==> src/rtl/mitchell_mult_pipe_pkg.sv <==
`default_nettype none
// ============================================================================
// mitchell_mult_pipe_pkg : shared widths for the Mitchell log-multiplier pipe
// Rev 1.0
// ============================================================================
package mitchell_mult_pipe_pkg;

  localparam int BW_DEFAULT = 8;

  function automatic int kw_of(input int bw);
    return $clog2(bw);
  endfunction

  function automatic int frac_w(input int bw);
    return bw - 1;
  endfunction

endpackage
`default_nettype wire

==> src/rtl/mitchell_mult_pipe_if.sv <==
`default_nettype none
// ============================================================================
// mitchell_mult_pipe_if : operand/result handshake bundle for the multiplier
// Rev 1.0
// ============================================================================
interface mitchell_mult_pipe_if
  import mitchell_mult_pipe_pkg::*;
#(
  parameter int BW = BW_DEFAULT
);

  logic [BW-1:0]   in_a;
  logic [BW-1:0]   lod_a;
  logic [BW-1:0]   in_b;
  logic [BW-1:0]   lod_b;
  logic            in_valid;
  logic            in_ready;
  logic [2*BW-1:0] out_p;
  logic            out_valid;
  logic            out_ready;
  logic            lod_err;

  modport master (
    output in_a, lod_a, in_b, lod_b, in_valid, out_ready,
    input  in_ready, out_p, out_valid, lod_err
  );

  modport slave (
    input  in_a, lod_a, in_b, lod_b, in_valid, out_ready,
    output in_ready, out_p, out_valid, lod_err
  );

endinterface
`default_nettype wire

==> src/rtl/mitchell_mult_pipe_onehot_enc.sv <==
`default_nettype none
// ============================================================================
// onehot_enc : leading-one vector to binary position, with legality flags
// Rev 1.0
// ============================================================================
module onehot_enc
  import mitchell_mult_pipe_pkg::*;
#(
  parameter int BW = BW_DEFAULT,
  parameter int KW = kw_of(BW)
) (
  input  logic [BW-1:0] operand,
  input  logic [BW-1:0] onehot,
  output logic [KW-1:0] pos,
  output logic          valid,
  output logic          malformed
);

  logic [BW-1:0] above_mask;
  logic          is_zero;
  logic          is_single;
  logic          is_msb;

  always_comb begin
    pos = '0;
    for (int i = 0; i < BW; i++) begin
      if (onehot[i]) pos = pos | KW'(i);
    end
    is_zero    = (onehot == '0);
    is_single  = !is_zero && ((onehot & (onehot - 1'b1)) == '0);
    // Bits strictly above the flagged position must be clear in the operand
    above_mask = ~((onehot << 1) - 1'b1);
    is_msb     = ((operand & onehot) != '0) && ((operand & above_mask) == '0);
    valid      = is_single && is_msb;
    malformed  = !is_zero && !(is_single && is_msb);
  end

endmodule
`default_nettype wire

==> src/rtl/mitchell_mult_pipe.sv <==
`default_nettype none
// ============================================================================
// mitchell_mult_pipe : 3-stage Mitchell approximate unsigned multiplier
// Rev 1.0
// ============================================================================
module mitchell_mult_pipe
  import mitchell_mult_pipe_pkg::*;
#(
  parameter int BW = BW_DEFAULT,
  parameter int KW = kw_of(BW)
) (
  input  logic                clk,
  input  logic                rst_n,
  mitchell_mult_pipe_if.slave bus
);

  localparam int FW = frac_w(BW);
  localparam int PW = 3 * BW;

  logic          en;
  logic          accept;
  logic [KW-1:0] k_a, k_b;
  logic          v_a, v_b, m_a, m_b;
  logic [BW-1:0] sh_a, sh_b;
  logic [PW-1:0] wide;

  logic          s1_valid_d, s1_valid_q, s1_zero_d, s1_zero_q;
  logic [KW-1:0] s1_ka_d, s1_ka_q, s1_kb_d, s1_kb_q;
  logic [FW-1:0] s1_fa_d, s1_fa_q, s1_fb_d, s1_fb_q;
  logic          s2_valid_d, s2_valid_q, s2_zero_d, s2_zero_q;
  logic [KW:0]   s2_k_d, s2_k_q;
  logic [BW-1:0] s2_f_d, s2_f_q;
  logic          out_valid_d, out_valid_q;
  logic [2*BW-1:0] out_p_d, out_p_q;
  logic          lod_err_d, lod_err_q;

  onehot_enc #(.BW(BW), .KW(KW)) u_enc_a (
    .operand(bus.in_a), .onehot(bus.lod_a), .pos(k_a), .valid(v_a), .malformed(m_a)
  );

  onehot_enc #(.BW(BW), .KW(KW)) u_enc_b (
    .operand(bus.in_b), .onehot(bus.lod_b), .pos(k_b), .valid(v_b), .malformed(m_b)
  );

  always_comb begin
    en          = bus.out_ready || !out_valid_q;
    accept      = bus.in_valid && en;
    lod_err_d   = lod_err_q || (accept && (m_a || m_b));

    // Normalise each operand so its leading one sits just above the fraction
    sh_a        = bus.in_a << (KW'(FW) - k_a);
    sh_b        = bus.in_b << (KW'(FW) - k_b);
    s1_valid_d  = bus.in_valid;
    s1_zero_d   = !v_a || !v_b;
    s1_ka_d     = k_a;
    s1_kb_d     = k_b;
    s1_fa_d     = sh_a[FW-1:0];
    s1_fb_d     = sh_b[FW-1:0];

    s2_valid_d  = s1_valid_q;
    s2_zero_d   = s1_zero_q;
    s2_k_d      = {1'b0, s1_ka_q} + {1'b0, s1_kb_q};
    s2_f_d      = {1'b0, s1_fa_q} + {1'b0, s1_fb_q};

    // Fraction carry doubles the characteristic instead of adding the implicit one
    if (!s2_f_q[BW-1]) wide = PW'({1'b1, s2_f_q[FW-1:0]}) << s2_k_q;
    else               wide = PW'(s2_f_q) << (s2_k_q + 1'b1);
    out_valid_d = s2_valid_q;
    out_p_d     = s2_zero_q ? '0 : wide[FW +: 2*BW];
  end

  always_ff @(posedge clk or negedge rst_n) begin
    if (!rst_n) begin
      s1_valid_q  <= 1'b0;
      s1_zero_q   <= 1'b0;
      s1_ka_q     <= '0;
      s1_kb_q     <= '0;
      s1_fa_q     <= '0;
      s1_fb_q     <= '0;
      s2_valid_q  <= 1'b0;
      s2_zero_q   <= 1'b0;
      s2_k_q      <= '0;
      s2_f_q      <= '0;
      out_valid_q <= 1'b0;
      out_p_q     <= '0;
      lod_err_q   <= 1'b0;
    end else begin
      lod_err_q <= lod_err_d;
      if (en) begin
        s1_valid_q  <= s1_valid_d;
        s1_zero_q   <= s1_zero_d;
        s1_ka_q     <= s1_ka_d;
        s1_kb_q     <= s1_kb_d;
        s1_fa_q     <= s1_fa_d;
        s1_fb_q     <= s1_fb_d;
        s2_valid_q  <= s2_valid_d;
        s2_zero_q   <= s2_zero_d;
        s2_k_q      <= s2_k_d;
        s2_f_q      <= s2_f_d;
        out_valid_q <= out_valid_d;
        out_p_q     <= out_p_d;
      end
    end
  end

  assign bus.in_ready  = en;
  assign bus.out_valid = out_valid_q;
  assign bus.out_p     = out_p_q;
  assign bus.lod_err   = lod_err_q;

endmodule
`default_nettype wire
==> src/flat_wrapper.sv <==
// flat-port wrapper written by rule: the top's interface ports become plain ports
module mitchell_mult_pipe_flat import mitchell_mult_pipe_pkg::*;
#(
  parameter int BW = BW_DEFAULT,
  parameter int KW = kw_of(BW)
)
  (clk, rst_n, bus_in_a, bus_lod_a, bus_in_b, bus_lod_b, bus_in_valid, bus_out_ready, bus_in_ready, bus_out_p, bus_out_valid, bus_lod_err);
  mitchell_mult_pipe_if #(.BW(BW)) bus_i ();
  input  logic clk;
  input  logic rst_n;
  input wire logic [$bits(bus_i.in_a)-1:0] bus_in_a;
  input wire logic [$bits(bus_i.lod_a)-1:0] bus_lod_a;
  input wire logic [$bits(bus_i.in_b)-1:0] bus_in_b;
  input wire logic [$bits(bus_i.lod_b)-1:0] bus_lod_b;
  input wire logic [$bits(bus_i.in_valid)-1:0] bus_in_valid;
  input wire logic [$bits(bus_i.out_ready)-1:0] bus_out_ready;
  output wire logic [$bits(bus_i.in_ready)-1:0] bus_in_ready;
  output wire logic [$bits(bus_i.out_p)-1:0] bus_out_p;
  output wire logic [$bits(bus_i.out_valid)-1:0] bus_out_valid;
  output wire logic [$bits(bus_i.lod_err)-1:0] bus_lod_err;
  assign bus_i.in_a = bus_in_a;
  assign bus_i.lod_a = bus_lod_a;
  assign bus_i.in_b = bus_in_b;
  assign bus_i.lod_b = bus_lod_b;
  assign bus_i.in_valid = bus_in_valid;
  assign bus_i.out_ready = bus_out_ready;
  assign bus_in_ready = bus_i.in_ready;
  assign bus_out_p = bus_i.out_p;
  assign bus_out_valid = bus_i.out_valid;
  assign bus_lod_err = bus_i.lod_err;
  mitchell_mult_pipe #(.BW(BW), .KW(KW)) u_core (.clk(clk), .rst_n(rst_n), .bus(bus_i));
endmodule
==> config.mk <==
export PLATFORM = sky130hd
export DESIGN_NAME = mitchell_mult_pipe_flat
export DESIGN_NICKNAME = d
export VERILOG_FILES = /design/src/rtl/mitchell_mult_pipe_pkg.sv /design/src/rtl/mitchell_mult_pipe_if.sv /design/src/rtl/mitchell_mult_pipe_onehot_enc.sv /design/src/rtl/mitchell_mult_pipe.sv /design/src/flat_wrapper.sv
export SDC_FILE = /design/constraint.sdc
export NUM_CORES = 1
export LEC_CHECK = 0
export CAP_MARGIN = 0
export CORE_MARGIN = 4
export CORE_UTILIZATION = 56
export CTS_CLUSTER_DIAMETER = 150
export DETAILED_ROUTE_END_ITERATION = 16
export GPL_TIMING_DRIVEN = 0
export PLACE_DENSITY = 0.81
export SLEW_MARGIN = 20
export SYNTH_ARGS = -nofsm -noshare
export SYNTH_HDL_FRONTEND = slang
export SYNTH_SLANG_ARGS = --single-unit
==> constraint.sdc <==
create_clock -name clk -period 2.45 [get_ports clk]
set_input_delay 0.49 -clock clk [delete_from_list [all_inputs] [get_ports clk]]
set_output_delay 0.49 -clock clk [all_outputs]
set_load 0.005 [all_outputs]
==> flow_summary.yaml <==
status:
  outcome: "finished with violations"
  failed_checks: "setup timing"
synth:
  syn_area_um2: 4230
  syn_inst: 469
  ys_seq_area_share_pct: 31.9
  netlist.top_cell.by_area: "dfrtp_1"
  ys_async_sr_fraction_pct: 100
  ys_warn_count: 0
  syn_area_per_cell_um2: 9.03
  synthFlopType: "dfrtp_1"
  syn-num-nets: 534
  yosysTopAreaCellShare_pct: 31.9
  synth.area.top_cells: "dfrtp_1 32%, ha_1 8.0%, mux2i_1 6.1%"
  ys_seq_elements: 54
  synth-edff-count: 0
  ys_types: 70
sta:
  fin_crit_sh_pct: 100
  max-slew-margin-rel_pct: 32.8
  hold_violations: 0
  tightestPinTransition_ns: 0.998
  clock.fmax_mhz: 408
  fin_setup_tns_ns: -0.00366
  post-route-min-period_ns: 2.45
  finalSetupViolations: 1
  fin_ws_ns: -0.00366
  fin_skew_ns: 0.0112
  slew_violations: 0
  rsz0062_at_grt: "true"
placed_design:
  dpl.cell_count: 622
  io_buffers: 54
  dp_hpwl_mm: 9.22
  gp_congestion: 1.04
route:
  detail-route-antenna-nets: 0
  drc: 0
  first_pass_iters: 7
  drt-total-wl_mm: 12.2
  wl_per_cell_um: 19.2
  routed_via_density: 6.33
  drt_iter0_markers: 193
  via_count: 4018
die:
  die-area_um2: 9010
  num_io_pins: 55
  die_w_um: 94.9
  die_y_um: 94.9
  start_util_pct: 58.0
  core_um2: 7290
  rows: 31
finish:
  layout_commonest_cell: "dfrtp_1"
  finalNonFillerCells: 635
  mostFrequentLayoutCells: "54 x dfrtp_1, 49 x nand2_1, 42 x clkdlybuf4s50_1"
  final_layout_size_suffix_gt1_share_pct: 13.6
  layout.nets: 601
  n_antenna_cell: 0
  area_delta_synth_final_pct: 21.3
power_and_ir_drop:
  sw_frac_of_total_pct: 44.5
  pwr-share-clk_pct: 11.5
  sequentialPowerShare_pct: 32.8
  p_int_uw: 2330
  cellLeakagePower_uw: 0.00213
  power_switching_uw: 1870
  power_density_nw_per_um2: 819
  combPwrFrac_pct: 55.7
  ir_worst_vdd_mv: 0.347
cts:
  cts.sinks: 54
  cts_max_level: 2
  cts_tree: "yes"
  cts_inserted_buffers: 5
  path_clk_slew_ns: 0.10
  clock_latency_ns: 0.31
  root_buffer: "clkbuf_8"
  postCtsHoldBufs: 0
  clockBufferDepth: 2
worst_setup_path:
  cp_data_required_time_ns: 2.65
  cp_data_arrival_time_ns: 2.66
  worstSetupPathType: "in -> reg"
  worstSetupStartpointType: "input port"
  worst_setup_path_end_kind: "register"
  cp_max_fo: 2
grt:
  grt_max_degree: 55
  grt_pass1_wl_mm: 19.8
  grtUsageTotal_pct: 28.2
  antenna_found_initial: 0
  grt_pass1_vias: 4140
  grt-ovfl-total: 0
hold_path:
  hp-class: "in -> async"
flow_run:
  max_cap_viol_count: 0
[worst max-delay path, cell delays in order]
cell and delay, ns:
buf_12 0.11, inv_12 0.04, ha_4 0.11, or3b_4 0.37
or3_4 0.35, ha_4 0.16, nor4_1 0.21, nand3_1 0.13
nor4_2 0.25, buf_4 0.17, o22ai_2 0.08, a31o_1 0.18
[flip-flops by register name (all words and copies together) (netlist names)]
name / flops
u_core.s2_f_q: 8
u_core.s1_valid_q: 1
u_core.s1_kb_q: 3
u_core.bus.out_valid: 1
u_core.s1_zero_q: 1
u_core.s1_fa_q: 7
u_core.s1_ka_q: 3
u_core.out_valid_d: 1
u_core.s2_k_q: 4
u_core.bus.out_p: 16
u_core.s1_fb_q: 7
u_core.bus.lod_err: 1
u_core.s2_zero_q: 1
[cell usage after synthesis, types with 3 or more instances]
library cell and n:
dfrtp_1 54, nand2_1 49, nor2_1 37, a21oi_1 29
ha_1 27, mux2i_1 26, inv_1 17, a22oi_1 16
clkbuf_1 13, nor3_1 11, buf_2 10, nand3_1 10
nor4_1 10, o21ai_0 10, o21ai_1 10, mux2_2 9
nand2b_1 8, nor2b_1 8, o211ai_1 7, a211oi_1 6
a22o_1 6, or3_1 6, a21o_1 4, a221o_1 4
mux4_2 4, nand3b_1 4, a32oi_1 3, buf_1 3
mux2_1 3, nor3b_1 3, nor4_4 3, o221ai_1 3
o31ai_1 3, o41ai_1 3, xor2_1 3
[power groups by stage]
stage	logic (uW)	registers, uW	clock network, uW
6_report	2340	1380	482
5_1_grt	2560	1410	520
4_1_cts	2310	1370	489
3_5_place_dp	2260	1390	0
3_3_place_gp	2220	1380	0
2_1_floorplan	1520	1310	0
[path summary, 6_finish.rpt]
path	startpoint	end	slack (ns)	cells after the start
worst max-delay path	bus_lod_a[0]	u_core.bus.lod_err	-0.004	12
min in group clk	u_core.out_valid_d	u_core.out_valid_d	0.47	2
worst min register to register	u_core.out_valid_d	u_core.out_valid_d	0.47	2
max in group asynchronous	rst_n	u_core.s1_fa_q[4]	1.78	1
worst min-delay path	rst_n	u_core.bus.out_p[10]	0.19	1
worst max register to register	u_core.s2_k_q[0]	u_core.bus.out_p[14]	0.11	7
[stage by stage]
stage	util, %	instance area [um2]	total power, uW	hold slack, ns	setup slack (ns)
floorplan	-	4270	2830	0.194	-0.0978
global placement	67.6	4930	3600	0.443	-1.27
detailed placement	67.6	4930	3650	0.447	-1.31
CTS	69.8	5090	4170	0.238	-0.0699
global route	70.4	5130	4490	0.255	-0.0824
finish	70.4	5130	4200	0.190	-0.00366
[area by class of cell]
cell class                 instances  area, um2
multi-input combinational        367       2750
fill                             616       2160
sequential                        54       1350
timing repair buffer              60        583
buffer                            29        155
tap                               99        124
inverter                          19       91.3
clock buffer                       7       76.3
[layer usage]
| layer | vias up | GRT usage (%) | share of wire [%] |
|---|---|---|---|
| met4 | 0 | 14.3 | 3.4 |
| li1 | 1881 | - | - |
| met5 | - | 0 | 0 |
| met2 | 177 | 49.1 | 51 |
| met3 | 37 | 3.59 | 6.5 |
| met1 | 1923 | 33.9 | 39 |
[what timing repair did]
| action | 4_1_cts | 5_1_grt |
|---|---|---|
| buffers inserted | 5 | 1 |
| gates cloned | 0 | 0 |
| setup endpoints to repair | 3 | 5 |
| pin swaps | 3 | 5 |
| resized for setup | 43 | 15 |
[cell families (layout without fill, tap and decap cells)]
family	after synthesis	after routing	share of synthesized area [%]
xor gates and xnor gates	6	6	1.42
adders and majority gates	29	29	8.93
buffers and inverters	48	115	5.00
and+or+nand+nor	164	164	20.6
muxes	42	42	11.5
DFF	54	54	31.9
AOI/OAI and AO/OA	126	126	20.7
No activity file was read; power rests on OpenSTA's default activity.
